===== src/rtl/uart_pkg.sv =====
`default_nettype none
// ============================================================================
// Module      : uart_pkg
// Description : Shared UART receive types and oversampling constants.
// Revision    : 1.0 - initial release
// ============================================================================
package uart_pkg;

    typedef enum logic [2:0] {
        IDLE   = 3'd0,
        START  = 3'd1,
        DATA   = 3'd2,
        PARITY = 3'd3,
        STOP   = 3'd4,
        BREAK  = 3'd5
    } rx_state_t;

    localparam int         OVERSAMPLE = 8;
    localparam logic [2:0] MID_TICK   = 3'd3;
    localparam logic [2:0] LAST_TICK  = 3'(OVERSAMPLE - 1);

endpackage
`default_nettype wire


===== src/rtl/uart_sync.sv =====
`default_nettype none
// ============================================================================
// Module      : uart_sync
// Description : STAGES-deep flop synchroniser for an asynchronous input.
// Revision    : 1.0 - initial release
// ============================================================================
module uart_sync #(
    parameter int   STAGES    = 2,
    parameter logic RESET_VAL = 1'b1
) (
    input  logic clock,
    input  logic reset_n,
    input  logic i_async,
    output logic o_sync
);

    logic [STAGES-1:0] r_sync;

    always_ff @(posedge clock or negedge reset_n) begin
        if (!reset_n) begin
            r_sync <= {STAGES{RESET_VAL}};
        end else begin
            r_sync <= {r_sync[STAGES-2:0], i_async};
        end
    end

    assign o_sync = r_sync[STAGES-1];

endmodule
`default_nettype wire


===== src/rtl/uart_rx_core.sv =====
`default_nettype none
// ============================================================================
// Module      : uart_rx_core
// Description : 8x-oversampled UART receiver with valid/ready output register.
//               Define UART_RX_PARITY_EN to add the parity bit and par_err.
// Revision    : 1.0 - initial release
// ============================================================================
module uart_rx_core
    import uart_pkg::*;
#(
    parameter int DATA_BITS   = 8,
    parameter int SYNC_STAGES = 2
) (
    input  logic                 clock,
    input  logic                 reset_n,
    input  logic                 ce_8,
    input  logic                 rxd,
    output logic [DATA_BITS-1:0] m_data,
    output logic                 m_valid,
    input  logic                 m_ready,
    output logic                 rx_busy,
    output logic                 frame_err,
    output logic                 overrun_err
`ifdef UART_RX_PARITY_EN
    ,
    input  logic                 parity_odd,
    output logic                 par_err
`endif
);

    localparam logic [2:0] c_LAST_BIT = 3'(DATA_BITS - 1);

    rx_state_t            r_state;
    rx_state_t            w_state_next;
    logic                 w_rxd_s;
    logic [2:0]           r_tick_cnt;
    logic [2:0]           r_bit_cnt;
    logic [DATA_BITS-1:0] r_shreg;
    logic                 w_tick_last;
    logic                 w_stop_sample;
    logic                 w_can_load;

    uart_sync #(
        .STAGES    (SYNC_STAGES),
        .RESET_VAL (1'b1)
    ) u_rxd_sync (
        .clock   (clock),
        .reset_n (reset_n),
        .i_async (rxd),
        .o_sync  (w_rxd_s)
    );

    assign w_tick_last   = ce_8 && (r_tick_cnt == LAST_TICK);
    assign w_stop_sample = w_tick_last && (r_state == STOP);
    assign w_can_load    = !m_valid || m_ready;
    assign rx_busy       = (r_state != IDLE);

    always_ff @(posedge clock or negedge reset_n) begin
        if (!reset_n) begin
            r_state <= IDLE;
        end else begin
            r_state <= w_state_next;
        end
    end

    always_comb begin
        w_state_next = r_state;
        if (ce_8) begin
            case (r_state)
                IDLE:    if (!w_rxd_s) w_state_next = START;
                START:   if (r_tick_cnt == MID_TICK) w_state_next = w_rxd_s ? IDLE : DATA;
                DATA: begin
                    if (w_tick_last && (r_bit_cnt == c_LAST_BIT)) begin
`ifdef UART_RX_PARITY_EN
                        w_state_next = PARITY;
`else
                        w_state_next = STOP;
`endif
                    end
                end
`ifdef UART_RX_PARITY_EN
                PARITY:  if (w_tick_last) w_state_next = STOP;
`endif
                STOP:    if (w_tick_last) w_state_next = w_rxd_s ? IDLE : BREAK;
                BREAK:   if (w_rxd_s) w_state_next = IDLE;
                default: w_state_next = IDLE;
            endcase
        end
    end

    // Ticks restart at the start-bit decision so every later sample lands at tick 7.
    always_ff @(posedge clock or negedge reset_n) begin
        if (!reset_n) begin
            r_tick_cnt <= '0;
            r_bit_cnt  <= '0;
            r_shreg    <= '0;
        end else if (ce_8) begin
            if ((r_state == IDLE) || ((r_state == START) && (r_tick_cnt == MID_TICK))) begin
                r_tick_cnt <= '0;
                r_bit_cnt  <= '0;
            end else begin
                r_tick_cnt <= r_tick_cnt + 3'd1;
            end
            if ((r_state == DATA) && (r_tick_cnt == LAST_TICK)) begin
                r_shreg <= {w_rxd_s, r_shreg[DATA_BITS-1:1]};
                if (r_bit_cnt != c_LAST_BIT) begin
                    r_bit_cnt <= r_bit_cnt + 3'd1;
                end
            end
        end
    end

`ifdef UART_RX_PARITY_EN
    logic r_par_bit;

    always_ff @(posedge clock or negedge reset_n) begin
        if (!reset_n) begin
            r_par_bit <= 1'b0;
            par_err   <= 1'b0;
        end else begin
            if (w_tick_last && (r_state == PARITY)) begin
                r_par_bit <= w_rxd_s;
            end
            par_err <= w_stop_sample && (r_par_bit != ((^r_shreg) ^ parity_odd));
        end
    end
`endif

    // A word arriving while the previous one is still unread is dropped, not queued.
    always_ff @(posedge clock or negedge reset_n) begin
        if (!reset_n) begin
            m_data      <= '0;
            m_valid     <= 1'b0;
            frame_err   <= 1'b0;
            overrun_err <= 1'b0;
        end else begin
            frame_err   <= w_stop_sample && !w_rxd_s;
            overrun_err <= w_stop_sample && w_rxd_s && !w_can_load;
            if (w_stop_sample && w_rxd_s && w_can_load) begin
                m_data  <= r_shreg;
                m_valid <= 1'b1;
            end else if (m_valid && m_ready) begin
                m_valid <= 1'b0;
            end
        end
    end

endmodule
`default_nettype wire


===== config.mk =====
export PLATFORM = sky130hd
export DESIGN_NAME = uart_rx_core
export DESIGN_NICKNAME = d
export VERILOG_FILES = /design/src/rtl/uart_pkg.sv /design/src/rtl/uart_sync.sv /design/src/rtl/uart_rx_core.sv
export SDC_FILE = /design/constraint.sdc
export NUM_CORES = 1
export LEC_CHECK = 0
export CORE_MARGIN = 10
export CORE_UTILIZATION = 45
export CTS_BUF_LIST = sky130_fd_sc_hd__clkbuf_8
export DETAILED_ROUTE_END_ITERATION = 8
export PLACE_DENSITY_LB_ADDON = 0.3
export SLEW_MARGIN = 0
export SYNTH_ARGS = -nofsm -noshare
export SYNTH_HDL_FRONTEND = slang
export SYNTH_SLANG_ARGS = --single-unit

===== constraint.sdc =====
create_clock -name clock -period 2.2 [get_ports clock]
set_input_delay 0.44 -clock clock [delete_from_list [all_inputs] [get_ports clock]]
set_output_delay 0.44 -clock clock [all_outputs]
set_load 0.1 [all_outputs]

==> summary by stage, run 1 <==
Critical path
The launching point of the worst reg2reg path is r_tick_cnt[0]. The number of cell instances on the worst register-to-register path is 5. The signal arrival time at the worst endpoint is 2.09 ns. The category of the worst setup path launch point is a flop. The worst setup path is captured at a flop. The worst setup path is of the reg -> reg kind. Along the worst path, the maximum fanout reaches 9. The data required time of the worst path is 2.37 ns. Tracing the worst setup path back leads to its startpoint at r_tick_cnt[0].

Global route
Global routing finished with a remaining overflow of 0. Entering global routing, the biggest net connects 31 pins. The number of antenna violations at the first check in global routing is 0.

The number of global-route vias before repair was between 800 and 900. The wire length of the first global-routing pass is roughly 4.1 mm. For this run, the total global-route usage over all layers was measured as 0.1002.

Cells and area
The final net count is 133. In the final layout, the share of cells above drive strength 1 is 0.3145. The area growth from synthesis to layout is 20.00%. The repair_antennas step left the layout with diodes totalling 0.

Drt
The number of remaining DRC errors is 0. The routed wire length per instance is roughly 15 um. The first TritonRoute pass finished after 4 iterations. The number of DRC markers in iteration 0 is 58. The final layout contains routed wiring with a total length of around 2.4 mm. The via count of the routed design is 841. Once detail routing completed, the nets flagged for antenna violations numbered 0. The number of vias per cell is between 5 and 6.

Synthesis
The number of flops mapped to enable cells by yosys is 0. Counting every net in the synthesized netlist gives 114. By count the netlist is led by 28 x sky130_fd_sc_hd__dfrtp_1, 12 x sky130_fd_sc_hd__mux2_2, 6 x sky130_fd_sc_hd__nand2_1, 5 x sky130_fd_sc_hd__buf_2, 5 x sky130_fd_sc_hd__ha_1.

The most common cell in the synthesized netlist is sky130_fd_sc_hd__dfrtp_1. The Yosys warning count is 0. The sequential cell area fraction in the yosys report is 0.5600. The share of the synthesized area in the top cell type is 0.5209. Among all flip-flop cells after synthesis, the most frequent one is sky130_fd_sc_hd__dfrtp_1. Synthesis inferred 30 register bits. The number of distinct library cell variants in the gate-level netlist after synthesis is 33.

The mean instance size in the synthesized netlist is 12.93 um2. The netlist area before placement is 0.001345 mm2. Yosys attributes the largest share of cell area to sky130_fd_sc_hd__dfrtp_1 52%, sky130_fd_sc_hd__mux2_2 10%, sky130_fd_sc_hd__ha_1 4.7%, sky130_fd_sc_hd__dfstp_2 3.9%, sky130_fd_sc_hd__mux2_1 3.3%. The cell type with the highest aggregate area in the netlist is sky130_fd_sc_hd__dfrtp_1. The share of flip-flops with an asynchronous set or reset is 1.000. The gate count after technology mapping is approximately 100.

Floorplan
The die is 74.67 um wide. The number of standard-cell rows in the floorplan is 19. The boundary pin count is 17. The chip height is 74.67 um. The placeable core region is roughly 0.0028 mm2. The initial core utilization is 0.4795. The die area is 0.005576 mm2.

Clock tree
The clock root buffer is sky130_fd_sc_hd__clkbuf_8. The clock insertion delay at the later pin of the skew report is 0.28 ns. Post-CTS repair changed the size of 0 cells. TritonCTS built the clock tree. The post-CTS setup repair buffer count is 0. The deepest level of the CTS H-tree is 2. The clock net in this run drives a total of 30 sinks. Counting along the longest clock path gives a buffer depth of 2.

After clock tree synthesis, the clock-pin slew on the worst setup and hold paths is 0.06 ns. The total clock buffers created by CTS is 5. The number of hold-repair buffers added at the cts stage is 0.

Pwr
The static leakage is 0.8404 nW. The areal power density over the cells is 952.4 mW/mm2. The worst IR drop on VDD is ~620 uV.

Timing
The final-report hold violation count is 0. The ratio of final minimum period to clock period is 0.8765. The highest clock rate is between 500 and 600 MHz. Hold is met by between 0.3 and 0.4 ns.

At the pin with the least slew margin, the transition time is ~0.46 ns. The worst setup skew after layout is 0.003478 ns. Setup repair after global routing left no endpoint under its margin. The final critical delay including setup and external delays is 1.928 ns. The max-slew violation count is 0. The accumulated negative setup slack is 0 ns. The worst pin sits at a relative slew slack of 0.6929. The number of setup violations in the final report is 0.

Run status
The flow ran to the end, and the final reports show no timing, DRC or antenna violations.

Placement
The final weighted congestion of routability-driven global placement is 0.7318. After legalization and detailed placement, the total HPWL measured approximately 1.8 mm. The count of input and output buffers is 16.

Min path
In this run the worst hold path is classified as reg -> reg. Along the worst hold path, the cell count comes to 0. The launch point of the worst hold path is u_rxd_sync.r_sync[0].

Run
The max-cap violation count is 0.
## registers in the layout, indices dropped and copies added (netlist names)
name and count:
frame_err 1, m_data 8, m_valid 1, overrun_err 1, r_bit_cnt 3, r_shreg 8, r_state 3, r_tick_cnt 3
u_rxd_sync.r_sync 2
## path summary, 6_finish.rpt
path	endpoint	slack, ns
max in group asynchronous	u_rxd_sync.r_sync[0]	1.35
max reg2reg	r_shreg[3]	0.27
min reg2reg	u_rxd_sync.r_sync[1]	0.36
max	r_shreg[3]	0.27
min	u_rxd_sync.r_sync[1]	0.36
min in group asynchronous	r_bit_cnt[1]	0.54
## cell families after synthesis
group | count (synthesis) | synth area share
flops | 30 | 0.5600
fa+ha+maj | 5 | 0.04651
compound gates | 14 | 0.07070
buf+inv | 10 | 0.03813
mux | 19 | 0.1563
simple gates | 26 | 0.1284
## placed cells by master (no fill, tap or decap), types with 3 or more instances in the layout
cell and n:
sky130_fd_sc_hd__mux2_1 4, sky130_fd_sc_hd__inv_1 4, sky130_fd_sc_hd__clkdlybuf4s50_1 4, sky130_fd_sc_hd__buf_4 13, sky130_fd_sc_hd__nand2_1 6, sky130_fd_sc_hd__clkbuf_8 5, sky130_fd_sc_hd__mux2i_1 3, sky130_fd_sc_hd__o31ai_1 3
sky130_fd_sc_hd__o21ai_0 3, sky130_fd_sc_hd__ha_1 5, sky130_fd_sc_hd__nor2_1 4, sky130_fd_sc_hd__mux2_2 12, sky130_fd_sc_hd__dfrtp_1 28
## layer usage
| layer | wire [um] | track usage | up-vias | share of wire |
|---|---|---|---|---|
| li1 | - | - | 405 | - |
| met1 | 1053 | 0.1247 | 415 | 0.44 |
| met2 | 1093 | 0.1374 | 16 | 0.46 |
| met3 | 200 | 0.05782 | 5 | 0.084 |
| met4 | 44 | 0.04412 | 0 | 0.018 |
| met5 | 0 | 0 | - | 0 |
## per-stage QoR
stage               total power [mW]  utilization  instances  setup slack, ns  area [um2]
floorplan                     0.9048            -        104           0.3330        1345
global placement              0.9975       0.5366        147           0.1518        1505
detailed placement             1.009       0.5366        147           0.1049        1505
CTS                            1.553       0.5754        155           0.2292        1614
global route                   1.631       0.5754        155          0.08058        1614
finish                         1.537       0.5754        155           0.2716        1614
## power by group
part | internal, mW | switching (mW) | leakage, nW
clock | 0.333 | 0.207 | 0.0579
combinational | 0.145 | 0.199 | 0.376
sequential | 0.596 | 0.0583 | 0.406
## worst max-delay path: stages (launching register included)
cell and delay [ns]:
sky130_fd_sc_hd__dfrtp_1 0.36, sky130_fd_sc_hd__ha_1 0.18, sky130_fd_sc_hd__ha_1 0.28, sky130_fd_sc_hd__nand3b_2 0.14, sky130_fd_sc_hd__nor3b_4 0.45, sky130_fd_sc_hd__mux2_2 0.39
## layout make-up
type,instances,area [um2]
clock buffer,5,68.82
clock inverter,3,40.04
fill,237,1191
inverter,4,15.01
multi-input combinational,64,540.5
sequential,30,753.2
tap,31,38.79
timing repair buffer,18,157.7
(Power assumes the default switching activity.)
==> inputs of run 2 (changes only) <==
--- a/config.mk
+++ b/config.mk
@@ -5,12 +5,13 @@
 export SDC_FILE = /design/constraint.sdc
 export NUM_CORES = 1
 export LEC_CHECK = 0
-export CORE_MARGIN = 10
+export CORE_MARGIN = 1.5
 export CORE_UTILIZATION = 45
 export CTS_BUF_LIST = sky130_fd_sc_hd__clkbuf_8
 export DETAILED_ROUTE_END_ITERATION = 8
+export GPL_TIMING_DRIVEN = 1
 export PLACE_DENSITY_LB_ADDON = 0.3
-export SLEW_MARGIN = 0
+export SLEW_MARGIN = 20
 export SYNTH_ARGS = -nofsm -noshare
 export SYNTH_HDL_FRONTEND = slang
 export SYNTH_SLANG_ARGS = --single-unit
==> run 2 against run 1 <==
  * The run now ends with design-rule violations left
  * Clock-buffer cell count grew 1
  * Routed wire length shrank 6.1%
  * Maximum frequency grew 2.0%
  * Non-clock buffer count grew 1
  * Via count shrank 1.3%
  * Global-route usage grew 5.2 points
  * Utilization shrank 0.36 points
  * Critical path type unchanged
  * Critical endpoint is now r_shreg[5]
==> summary by stage, run 2 (synthesis results as in run 1) <==
Cells and area
In the layout the commonest cells are 28 x sky130_fd_sc_hd__dfrtp_1, 14 x sky130_fd_sc_hd__buf_4, 12 x sky130_fd_sc_hd__mux2_2. The share of layout cells above drive strength 1 is 0.3120 (-0.002516). The final net count came to 134 (+0.75%). The combined flip-flop and latch cell area is 753.2 um2 (unchanged).

The number of diodes is 0 (unchanged). The multi-input gate area in the final layout was 540.5 um2 (unchanged). The final cell utilization of the core is 0.5718 (-0.003568). The most common cell after layout, fill and taps aside is sky130_fd_sc_hd__dfrtp_1. The largest registers in the layout are m_data (8), r_shreg (8). The post-layout instance area is 0.001604 mm2 (-0.62%). From synthesis to final layout, the design area changed by 19.26%. The final-layout fill cell count is 253 (+6.8%). The final cell count without fillers is 156 (+0.65%).

Clock tree
TritonCTS built the clock tree. The post-CTS setup repair buffer count was 0 (unchanged). The deepest level of the CTS H-tree was 2 (unchanged).

The clock-pin slew on the worst setup and hold paths was 0.06 ns (about the same). The worst-case clock buffer depth came to 2 (unchanged). The number of hold-repair buffers added at the cts stage is 0 (unchanged). The number of sinks on the clock net is 30 (unchanged).

The count of cells resized by post-cts repair is 0 (unchanged). The total clock buffers created by CTS was 5 (unchanged). The clock root buffer is sky130_fd_sc_hd__clkbuf_8. The clock insertion delay at the later pin of the skew report is 0.28 ns (about the same).

Timing
The minimum hold slack is 0.3551 ns (-0.006081 ns). The ratio of final minimum period to clock period was 0.8592 (-0.01738). The worst setup skew after layout was 0.007631 ns (+0.004153 ns).

The final critical delay including setup and external delays is 1.890 ns (-0.03823 ns). Setup repair after global routing left no endpoint under its margin. The max-slew violation count came to 0 (unchanged). The highest clock rate is 529.1 MHz (+2.0%). The slew at the pin with the worst max-slew slack is 0.4435 ns (-0.01658 ns). The number of setup violations in the final report is 0 (unchanged). The worst path setup slack after routing is 0.3099 ns (+0.03823 ns). The worst slew margin relative to its limit was 0.7040 (+0.01106). The final-report hold violation count is 0 (unchanged). The accumulated negative setup slack is 0 ns (unchanged).

Critical path
STA classifies the critical path endpoint as a flop. The signal arrival time at the worst endpoint was 2.05 ns (-0.04 ns). The register-to-register path setup slack is 0.31 ns (+0.04 ns). The category of the worst setup path launch point is a flop. The critical path is of the reg -> reg type. The maximum fanout count along the critical path is 9 (unchanged). The data required time of the worst path is 2.36 ns (about the same).

Global route
The number of global-route vias before repair is 834 (-2.7%). The wire length of the first global-routing pass is 3.815 mm (-7.4%). The number of antenna violations at the first check in global routing is 0 (unchanged). The total congestion overflow after global routing is 0 (unchanged). The total routing usage reported by global routing is 0.1522 (+0.05201).

The largest net degree at the start of global routing is 31 (unchanged).

Drt
The routed wire length per instance is 14.40 um (-6.7%). The number of remaining DRC errors is 2 (+2). The via count of the routed design is 830 (-1.3%). The number of vias per cell is 5.321 (-1.9%). The number of DRC markers in iteration 0 is 14 (-76%).

The remaining antenna violation count after routing was 0 (unchanged). The detailed-router iteration count before antenna repair was 6 (+2). The detailed-route wire length is 2.246 mm (-6.1%).

Floorplan
The die area is 0.003326 mm2 (-40%). The number of standard-cell rows in the floorplan was 19 (unchanged). The initial core utilization is 0.4795 (unchanged). The chip width is 57.67 um (-23%). The chip height was 57.67 um (-23%).

The placeable core region is 0.002805 mm2 (unchanged). The boundary pin count is 17 (unchanged).

Pwr
The static leakage is 0.8403 nW (about the same). The power consumption was 1.448 mW (-5.8%). The worst IR drop on VDD is 619.4 uV (-0.48%).

The areal power density over the cells is 902.7 mW/mm2 (-5.2%).

Min path
The type of the most critical hold path is reg -> reg.

Placement
The instance count after placement with tap cells included is 148 (+0.68%). The placed wire-length estimate after detailed placement is 1.563 mm (-11%). The placed standard-cell area is 0.001513 mm2 (+0.50%). The count of input and output buffers was 16 (unchanged).

The final weighted congestion of routability-driven global placement came to 0.7372 (+0.74%). The minimum setup slack after placement was 0.1463 ns (+0.04144 ns).

Run
The max-cap violation count is 0 (unchanged).

Run status
The flow ran to the end, but the final reports show violations. The final reports fail on design-rule violations.
[run 2: cell count changes in the layout (fill, tap and decap cells not counted)]
cell	previous run	this run
sky130_fd_sc_hd__inv_1	4	5
sky130_fd_sc_hd__clkbuf_8	5	6
sky130_fd_sc_hd__bufinv_16	1	0
sky130_fd_sc_hd__clkinv_2	2	1
sky130_fd_sc_hd__buf_4	13	14
[run 2: layer usage]
metal  vias up  track usage  part of all wire
met1       403       0.1924              0.44
met3         5      0.04911             0.047
li1        406            -                 -
met4         0      0.05980             0.016
met5         -            0                 0
met2        16       0.2435              0.49
[run 2: critical path, cell delays in order, from the launching register on]
cell	delay, ns
sky130_fd_sc_hd__dfrtp_1	0.37
sky130_fd_sc_hd__ha_1	0.18
sky130_fd_sc_hd__ha_1	0.27
sky130_fd_sc_hd__nand3b_2	0.13
sky130_fd_sc_hd__nor3b_4	0.44
sky130_fd_sc_hd__mux2_2	0.38
[run 2: area by class of cell]
cell class | count | area share
inverter | 4 | 0.009360
tap | 31 | 0.02418
multi-input combinational | 64 | 0.3370
clock inverter | 2 | 0.005460
sequential | 30 | 0.4696
clock buffer | 6 | 0.05148
timing repair buffer | 19 | 0.1030
[run 2: report_power, final]
group | switching, mW | internal (mW)
combinational | 0.207 | 0.147
clock | 0.192 | 0.247
sequential | 0.0600 | 0.596
total | 0.458 | 0.990
[run 2: final timing paths]
kind / from / endpoint / depth (start not counted)
max in group asynchronous: reset_n / u_rxd_sync.r_sync[0] / 2
min reg2reg: u_rxd_sync.r_sync[0] / u_rxd_sync.r_sync[1] / 0
max reg2reg: r_tick_cnt[0] / r_shreg[5] / 5
min in group asynchronous: reset_n / overrun_err / 2
max: r_tick_cnt[0] / r_shreg[5] / 5
min: u_rxd_sync.r_sync[0] / u_rxd_sync.r_sync[1] / 0
==> inputs of run 3 (changes only) <==
--- a/config.mk
+++ b/config.mk
@@ -11,6 +11,7 @@
 export DETAILED_ROUTE_END_ITERATION = 8
 export GPL_TIMING_DRIVEN = 1
 export PLACE_DENSITY_LB_ADDON = 0.3
+export SKIP_LAST_GASP = 1
 export SLEW_MARGIN = 20
 export SYNTH_ARGS = -nofsm -noshare
 export SYNTH_HDL_FRONTEND = slang
==> results of run 3 <==
Final layout, timing and power as in run 2 (identical DEF).
